[config.mk]
export PLATFORM = sky130hd
export DESIGN_NAME = argmax_stream_select
export DESIGN_NICKNAME = d
export VERILOG_FILES = /design/src/rtl/nn_select_pkg.sv /design/src/rtl/argmax_cmp_update.sv /design/src/rtl/argmax_stream_select.sv
export SDC_FILE = /design/constraint.sdc
export NUM_CORES = 1
export LEC_CHECK = 0
export CAP_MARGIN = 20
export CORE_MARGIN = 2
export CORE_UTILIZATION = 43
export DETAILED_ROUTE_END_ITERATION = 12
export GPL_TIMING_DRIVEN = 0
export HOLD_SLACK_MARGIN = 0.15
export PLACE_DENSITY_LB_ADDON = 0.2
export SKIP_CTS_REPAIR_TIMING = 1
export SYNTH_ARGS = -nofsm -noshare
export SYNTH_HDL_FRONTEND = slang
export SYNTH_HIERARCHICAL = 1
export SYNTH_SLANG_ARGS = --single-unit
[constraint.sdc]
create_clock -name clk -period 3.5 [get_ports clk]
set_input_delay 0.875 -clock clk [delete_from_list [all_inputs] [get_ports clk]]
set_output_delay 0.875 -clock clk [all_outputs]
set_load 0.005 [all_outputs]
[src/rtl/nn_select_pkg.sv]
// Shared types and helpers for the streaming argmax selector.
// The score width here must match DATA_W of argmax_stream_select.
package nn_select_pkg;

  localparam int SCORE_W = 16;

  typedef enum logic [0:0] {
    SCAN = 1'b0,
    HOLD = 1'b1
  } state_e;

  typedef logic signed [SCORE_W-1:0] score_t;

  localparam score_t SCORE_MIN = {1'b1, {(SCORE_W-1){1'b0}}};

  // Unsigned distance between best and runner-up; clamps to zero if inverted.
  function automatic logic [SCORE_W-1:0] sat_sub_margin(input score_t best, input score_t second);
    logic signed [SCORE_W:0] diff;
    diff = $signed({best[SCORE_W-1], best}) - $signed({second[SCORE_W-1], second});
    if (diff[SCORE_W]) begin
      sat_sub_margin = {SCORE_W{1'b0}};
    end else begin
      sat_sub_margin = diff[SCORE_W-1:0];
    end
  endfunction

endpackage

[src/rtl/argmax_cmp_update.sv]
// Combinational compare/update of the running {max, index, second} from one score beat.
// MARGIN_EN adds the runner-up score path.
module argmax_cmp_update
  import nn_select_pkg::*;
#(
  parameter int DATA_W = SCORE_W,
  parameter int IDX_W  = 4
) (
  input  logic                     first,
  input  logic signed [DATA_W-1:0] beat_data,
  input  logic [IDX_W-1:0]         beat_idx,
  input  logic signed [DATA_W-1:0] cur_max,
  input  logic [IDX_W-1:0]         cur_idx,
`ifdef MARGIN_EN
  input  logic signed [DATA_W-1:0] cur_second,
  output logic signed [DATA_W-1:0] nxt_second,
`endif
  output logic signed [DATA_W-1:0] nxt_max,
  output logic [IDX_W-1:0]         nxt_idx
);

  // Strict greater-than keeps the lowest index on ties.
  always_comb begin
    nxt_max = cur_max;
    nxt_idx = cur_idx;
`ifdef MARGIN_EN
    nxt_second = cur_second;
`endif
    if (first) begin
      nxt_max = beat_data;
      nxt_idx = beat_idx;
`ifdef MARGIN_EN
      nxt_second = SCORE_MIN;
`endif
    end else if (beat_data > cur_max) begin
      nxt_max = beat_data;
      nxt_idx = beat_idx;
`ifdef MARGIN_EN
      nxt_second = cur_max;
`endif
    end else begin
`ifdef MARGIN_EN
      if (beat_data > cur_second) begin
        nxt_second = beat_data;
      end else begin
        nxt_second = cur_second;
      end
`endif
    end
  end

endmodule

[src/rtl/argmax_stream_select.sv]
// Streaming argmax over one frame of NEURON_NB signed scores, result over valid/ready.
// Optional MARGIN_EN macro adds best-minus-second confidence margin output.
module argmax_stream_select
  import nn_select_pkg::*;
#(
  parameter int NEURON_NB = 10,
  parameter int DATA_W    = SCORE_W,
  parameter int IDX_W     = $clog2(NEURON_NB)
) (
  input  logic                     clk,
  input  logic                     reset,
  input  logic                     in_valid,
  output logic                     in_ready,
  input  logic signed [DATA_W-1:0] in_data,
  input  logic                     in_last,
  output logic                     res_valid,
  input  logic                     res_ready,
  output logic [IDX_W-1:0]         res_index,
  output logic signed [DATA_W-1:0] res_max,
  output logic                     res_len_err
`ifdef MARGIN_EN
  ,
  output logic [DATA_W-1:0]        res_margin
`endif
);

  localparam int CNT_W = $clog2(NEURON_NB + 1);

  state_e                     state_q, state_d;
  logic [CNT_W-1:0]           count_q, count_d;
  logic signed [DATA_W-1:0]   max_q, max_d;
  logic [IDX_W-1:0]           idx_q, idx_d;
  logic                       in_ready_q, in_ready_d;
  logic                       res_valid_q, res_valid_d;
  logic [IDX_W-1:0]           res_index_q, res_index_d;
  logic signed [DATA_W-1:0]   res_max_q, res_max_d;
  logic                       res_len_err_q, res_len_err_d;

  logic signed [DATA_W-1:0]   cmp_max_s;
  logic [IDX_W-1:0]           cmp_idx_s;
  logic                       accept_s;
  logic                       first_s;
  logic                       eof_s;

`ifdef MARGIN_EN
  logic signed [DATA_W-1:0]   second_q, second_d;
  logic [DATA_W-1:0]          res_margin_q, res_margin_d;
  logic signed [DATA_W-1:0]   cmp_second_s;
`endif

  assign accept_s = in_valid & in_ready_q;
  assign first_s  = (count_q == {CNT_W{1'b0}});
  // The NEURON_NB-th beat closes the frame even without in_last, so count never wraps.
  assign eof_s    = in_last | (count_q == CNT_W'(NEURON_NB - 1));

  argmax_cmp_update #(
    .DATA_W (DATA_W),
    .IDX_W  (IDX_W)
  ) u_cmp (
    .first      (first_s),
    .beat_data  (in_data),
    .beat_idx   (count_q[IDX_W-1:0]),
    .cur_max    (max_q),
    .cur_idx    (idx_q),
`ifdef MARGIN_EN
    .cur_second (second_q),
    .nxt_second (cmp_second_s),
`endif
    .nxt_max    (cmp_max_s),
    .nxt_idx    (cmp_idx_s)
  );

  // Next-state, frame accumulation and result capture.
  always_comb begin
    state_d       = state_q;
    count_d       = count_q;
    max_d         = max_q;
    idx_d         = idx_q;
    res_index_d   = res_index_q;
    res_max_d     = res_max_q;
    res_len_err_d = res_len_err_q;
`ifdef MARGIN_EN
    second_d      = second_q;
    res_margin_d  = res_margin_q;
`endif
    case (state_q)
      SCAN: begin
        if (accept_s) begin
          max_d = cmp_max_s;
          idx_d = cmp_idx_s;
`ifdef MARGIN_EN
          second_d = cmp_second_s;
`endif
          if (eof_s) begin
            state_d       = HOLD;
            count_d       = {CNT_W{1'b0}};
            res_index_d   = cmp_idx_s;
            res_max_d     = cmp_max_s;
            res_len_err_d = in_last ? (count_q != CNT_W'(NEURON_NB - 1)) : 1'b1;
`ifdef MARGIN_EN
            res_margin_d  = first_s ? {DATA_W{1'b1}} : sat_sub_margin(cmp_max_s, cmp_second_s);
`endif
          end else begin
            count_d = count_q + CNT_W'(1);
          end
        end else begin
          state_d = SCAN;
        end
      end
      HOLD: begin
        if (res_valid_q && res_ready) begin
          state_d = SCAN;
        end else begin
          state_d = HOLD;
        end
      end
      default: begin
        state_d = SCAN;
        count_d = {CNT_W{1'b0}};
      end
    endcase
    in_ready_d  = (state_d == SCAN);
    res_valid_d = (state_d == HOLD);
  end

  // State and result registers; reset discards any partial or held frame.
  always_ff @(posedge clk) begin
    if (reset) begin
      state_q       <= SCAN;
      count_q       <= {CNT_W{1'b0}};
      max_q         <= {DATA_W{1'b0}};
      idx_q         <= {IDX_W{1'b0}};
      in_ready_q    <= 1'b1;
      res_valid_q   <= 1'b0;
      res_index_q   <= {IDX_W{1'b0}};
      res_max_q     <= {DATA_W{1'b0}};
      res_len_err_q <= 1'b0;
`ifdef MARGIN_EN
      second_q      <= {DATA_W{1'b0}};
      res_margin_q  <= {DATA_W{1'b0}};
`endif
    end else begin
      state_q       <= state_d;
      count_q       <= count_d;
      max_q         <= max_d;
      idx_q         <= idx_d;
      in_ready_q    <= in_ready_d;
      res_valid_q   <= res_valid_d;
      res_index_q   <= res_index_d;
      res_max_q     <= res_max_d;
      res_len_err_q <= res_len_err_d;
`ifdef MARGIN_EN
      second_q      <= second_d;
      res_margin_q  <= res_margin_d;
`endif
    end
  end

  assign in_ready    = in_ready_q;
  assign res_valid   = res_valid_q;
  assign res_index   = res_index_q;
  assign res_max     = res_max_q;
  assign res_len_err = res_len_err_q;
`ifdef MARGIN_EN
  assign res_margin  = res_margin_q;
`endif

endmodule

* Word level (Yosys, flattened, before mapping)
Cells that the tools add are included.
W data, S select, Z words.
** Storage, ports and cells
- Output and inout bits :: 23
- Register bits after elaboration :: 47
** Cells by class
- $lt $le $gt $ge :: 1
- Add/subtract/negate cells :: 1
- Equal/unequal tests :: 2
- Multiplexer cells :: 10
- Bitwise logic cells :: 4
- Reductions and logical operators :: 4
** Operators by type and width (count)
- $mux W16 :: 2
- $gt A16 B16 Y1 :: 1
- $mux W4 :: 3
- $add A4 B1 Y4 const B :: 1
- $eq A4 B4 Y1 const B :: 1
- $logic_not A4 Y1 :: 1
- $mux W1 :: 4
- $ne A4 B4 Y1 const B :: 1
- $reduce_and A3 Y1 :: 1
- $not A1 Y1 :: 2
- $pmux W1 S2 :: 1
- $reduce_and A2 Y1 :: 1
- $and A1 B1 Y1 :: 1
- $logic_and A1 B1 Y1 :: 1
- $or A1 B1 Y1 :: 1

* Depth between registers and ports, before layout
- Word-level depth :: 6
- Gate-level depth with buffers :: 11
- Mapped depth without buffers :: 10

* Hierarchy
Netlist, hierarchy kept.
** By module, submodules not included
- argmax_stream_select :: area an instance 1971.9 sq um, cells each 215, times used 1
- argmax_cmp_update :: area an instance 754.5 sq um, cells each 80, times used 1

* Least setup slack after synthesis
Ideal clock, no wire load.
- Path kind :: input -> register
- Start :: input port in_data[15]
- End :: register res_index_q[1], in the netlist res_index[1]
- Cell stages on the path :: 10
- Required time :: 3378 ps
- Path slack :: 537 ps
- Library setup time :: 122 ps
- Arrival :: 2841 ps
- Buffers on the path :: 1
- Path through :: ha_1 > nand4_2 > nor2_1 > a311o_1 > a221oi_2 > mux2i_1 > buf_6 > mux2_4 > nand2b_1 > mux2i_1
** Between the ends
- Cells in the longest elaborated chain, start to end :: 3
** Ends and longest elaborated chain
- start, declared :: line argmax_stream_select.sv:14 : input logic signed [DATA_W-1:0] in_data,
- $gt A16 B16 Y1 :: line argmax_cmp_update.sv:35 : end else if (beat_data > cur_max) begin
- $mux W4 :: line argmax_cmp_update.sv:35
- $mux W4 :: line argmax_cmp_update.sv:29 : if (first) begin
- named net cmp_idx_s[1] :: line argmax_stream_select.sv:40 : logic [IDX_W-1:0] cmp_idx_s;
- end signal, assigned :: line argmax_stream_select.sv:135 : res_index_q <= {IDX_W{1'b0}};
- end signal, assigned :: line argmax_stream_select.sv:149 : res_index_q <= res_index_d;
- end, declared :: line argmax_stream_select.sv:35 : logic [IDX_W-1:0] res_index_q, res_index_d;
The timed path passes the listed nets, and every way through them passes these cells.
A chain may end at the register's enable or synchronous reset.

* Final worst setup path
Ends and elaborated chain as after synthesis.

==> results.cfg <==
[grt]
grt_remaining_overflow = 0
grt_pass1_vias = 2017
grt_first_pass_wirelength_mm = 9.57
grt_max_degree = 14
initial_antenna_violation_count = 0
groute.usage.overall = 0.168

[sta]
totalNegativeSetupSlack_ns = 0
max_slew_margin = 0.666
min_period_over_period = 0.967
min_period_ns = 3.38
fmax_mhz = 296
fin_skew_ns = 0.00383
rsz0062_at_grt = false
final-setup-viol-count = 0
hold_violation_total_from_the_final_report = 0
maxSlewViolCount = 0
worstMarginPinSlew_ns = 0.501

[critical_path]
crit_path_max_fanout = 5
required_ns = 3.68
worst_path_dominant_cell_family = buffers and inverters
cp.buffers_inverters = 3
cp_slowest_cell = sky130_fd_sc_hd__clkdlybuf4s50_1
cp-start-kind = input pin
cp_slowest_stage_delay_ns = 0.56
worst_ep_arrival_time_ns = 3.57
endpoint_kind = flop
critical_path.cell_chain = clkdlybuf4s50_1 > ha_4 > nand4_2 > nor2_1 > a311o_1 > a221oi_2 > mux2i_2 > buf_4 > buf_6 > mux2_4 > nand2b_1 > mux2i_1
setup.worst_path.class = input pin to flop

[routing]
initialDrtViolationCount = 68
drt_pre_antenna_iters = 4
drt-vias-per-instance = 5.01
postRouteWirelength_mm = 5.69
via_count = 2135
routed_antenna_nets = 0
wire_per_inst_um = 13.4
drt_drc_violations_left = 0

[layout]
diodes = 0
nNetsFinal = 388
post-route-cell-area_sq_mm = 0.00337
nFillCells = 587
drive_above_1_share = 0.143
finalCoreUtilization = 0.540
layout-area-overhead-vs-synth_pct = 23.5

[yosys]
synth_top_area_share = 0.345
synth.yosys.seq_area_share = 0.345
synth_top_area_cell = sky130_fd_sc_hd__dfxtp_1
yosys_register_bits = 47
synth_area_sq_mm = 0.00273
yosysUniqueCellTypes = 33
yosys_warnings = 6
syn_nets = 335
netlist_top_cells_area = sky130_fd_sc_hd__dfxtp_1 35%, sky130_fd_sc_hd__mux2_4 11%, sky130_fd_sc_hd__nand2b_1 9.2%
syn-instance-count = 295
synth_area_per_cell_sq_um = 9.24

[floorplanning]
area_of_the_die_sq_mm = 0.00699
core-area_sq_mm = 0.00624
die_w_um = 83.6
initial_core_utilization = 0.437
boundaryPins = 44
num_rows = 29
chipHeight_um = 83.6

[min_path]
hold_path_class = flop to flop

[clocking]
clock_path_buffers = 2
cts_max_level = 2
cts_root_buf = sky130_fd_sc_hd__clkbuf_8
clkLatencyLatePin_ns = 0.30
cts_tree = yes
cts_buffers = 5
clock_sinks = 47
path_clk_slew_ns = 0.08

[job]
max_cap_viol_count = 0

[run_status]
run_status = finished, final reports clean

[placement]
port_buffers = 42
place.gp.congestion = 0.793
place_hpwl_mm = 4.08
post_detailed_placement_cell_area_sq_mm = 0.00324

[power_and_ir_drop]
design_power_total_mw = 1.15
static_power_due_to_leakage_nw = 1.37
ir_drop_mv = 0.205
power.density_mw_per_mm2 = 343
-- synthesized netlist by cell type --
cell and instances:
sky130_fd_sc_hd__o21a_1 1, sky130_fd_sc_hd__nand3_1 2, sky130_fd_sc_hd__clkbuf_1 5, sky130_fd_sc_hd__or4_1 1, sky130_fd_sc_hd__a311o_1 1, sky130_fd_sc_hd__and3b_1 2, sky130_fd_sc_hd__nor2_1 4, sky130_fd_sc_hd__buf_2 7
sky130_fd_sc_hd__nand4_2 1, sky130_fd_sc_hd__ha_1 19, sky130_fd_sc_hd__o21ai_0 1, sky130_fd_sc_hd__a221oi_2 1, sky130_fd_sc_hd__a21o_1 2, sky130_fd_sc_hd__o21ai_1 1, sky130_fd_sc_hd__nor3b_1 1, sky130_fd_sc_hd__nor2b_1 1
sky130_fd_sc_hd__a21oi_1 31, sky130_fd_sc_hd__mux2i_1 21, sky130_fd_sc_hd__or2b_1 1, sky130_fd_sc_hd__dfxtp_1 47, sky130_fd_sc_hd__nand2b_1 40, sky130_fd_sc_hd__nand4_1 6, sky130_fd_sc_hd__nand3b_1 1, sky130_fd_sc_hd__inv_1 20
sky130_fd_sc_hd__nor4_2 1, sky130_fd_sc_hd__a21oi_4 1, sky130_fd_sc_hd__nand2_1 46, sky130_fd_sc_hd__buf_6 4, sky130_fd_sc_hd__a31oi_1 2, sky130_fd_sc_hd__mux2_4 20, sky130_fd_sc_hd__a21o_2 1, sky130_fd_sc_hd__o221ai_1 1
sky130_fd_sc_hd__nand3b_4 2
-- per-stage QoR --
step,setup WS [ns],instances,hold WS [ns]
global placement,-0.139,414,0.442
floorplan,0.537,295,0.436
finish,0.117,426,0.460
detailed placement,-0.171,414,0.451
global route,0.0155,426,0.479
CTS,0.148,422,0.464
-- worst paths after layout --
check                    startpoint  cells after the start  slack (ns)                         to
max reg2reg  max_q[14]$_SDFFE_PP0P_                     12        0.78  res_index[1]$_SDFFE_PP0P_
min reg2reg   idx_q[2]$_SDFFE_PP0P_                      2        0.46      idx_q[2]$_SDFFE_PP0P_
min           idx_q[2]$_SDFFE_PP0P_                      2        0.46      idx_q[2]$_SDFFE_PP0P_
max                     in_data[15]                     12        0.12  res_index[1]$_SDFFE_PP0P_
-- metal layers --
| layer | track usage | wire length (um) | vias up |
|---|---|---|---|
| li1 | - | - | 1094 |
| met1 | 0.231 | 2880 | 998 |
| met2 | 0.266 | 2560 | 39 |
| met3 | 0.0356 | 176 | 4 |
| met4 | 0.0528 | 63 | 0 |
| met5 | 0 | 0 | - |
-- area by class of cell --
| type | instances | area (sq um) | area share |
|---|---|---|---|
| Buffer | 16 | 98.8 | 0.0293 |
| Clock buffer | 7 | 76.3 | 0.0227 |
| Clock inverter | 1 | 5.00 | 0.00149 |
| Inverter | 20 | 75.1 | 0.0223 |
| Multi-Input combinational cell | 212 | 1630 | 0.483 |
| Sequential cell | 47 | 941 | 0.279 |
| Tap cell | 77 | 96.3 | 0.0286 |
| Timing Repair Buffer | 46 | 448 | 0.133 |
-- worst min-delay path, stage by stage, from the launching register on --
cell	delay, ns
sky130_fd_sc_hd__dfxtp_1	0.32
sky130_fd_sc_hd__nand2_1	0.05
sky130_fd_sc_hd__a21oi_1	0.05
-- cell usage in the layout (no fill, tap or decap), types with 2 or more instances in the layout --
cell type	count
sky130_fd_sc_hd__nand2_1	46
sky130_fd_sc_hd__mux2i_1	20
sky130_fd_sc_hd__buf_4	3
sky130_fd_sc_hd__clkdlybuf4s50_1	42
sky130_fd_sc_hd__nand2b_1	40
sky130_fd_sc_hd__nor2_1	4
sky130_fd_sc_hd__dfxtp_1	47
sky130_fd_sc_hd__a21oi_1	31
sky130_fd_sc_hd__nand3_1	2
sky130_fd_sc_hd__ha_1	18
sky130_fd_sc_hd__a31oi_1	2
sky130_fd_sc_hd__mux2_4	20
sky130_fd_sc_hd__clkbuf_1	7
sky130_fd_sc_hd__a21o_1	2
sky130_fd_sc_hd__inv_1	20
sky130_fd_sc_hd__buf_2	8
sky130_fd_sc_hd__nand3b_4	2
sky130_fd_sc_hd__buf_6	4
sky130_fd_sc_hd__clkbuf_8	5
sky130_fd_sc_hd__nand4_1	6
sky130_fd_sc_hd__and3b_1	2
-- cells by family (layout without fill, tap and decap cells) --
logic type,count (synthesis),count (layout),share of synthesized area
AO/OA/AOI/OAI,43,43,0.0950
adder cells (fa/ha/maj),19,19,0.0872
buffers and inverters,36,90,0.0638
flip-flops,47,47,0.345
multiplexers,41,41,0.187
AND/OR/NAND/NOR,109,109,0.222
-- sequential cells by signal, indices dropped and copies added, names as in the netlist --
name         cells
res_valid        1
res_max         16
count_q          4
idx_q            4
max_q           16
res_len_err      1
res_index        4
in_ready         1
-- where the power goes --
part	switching (mW)	leakage [nW]	internal [mW]
Clock	0.179	0.0422	0.141
Combinational	0.118	0.943	0.137
Sequential	0.0178	0.384	0.562
No activity file was read; power rests on OpenSTA's default activity.
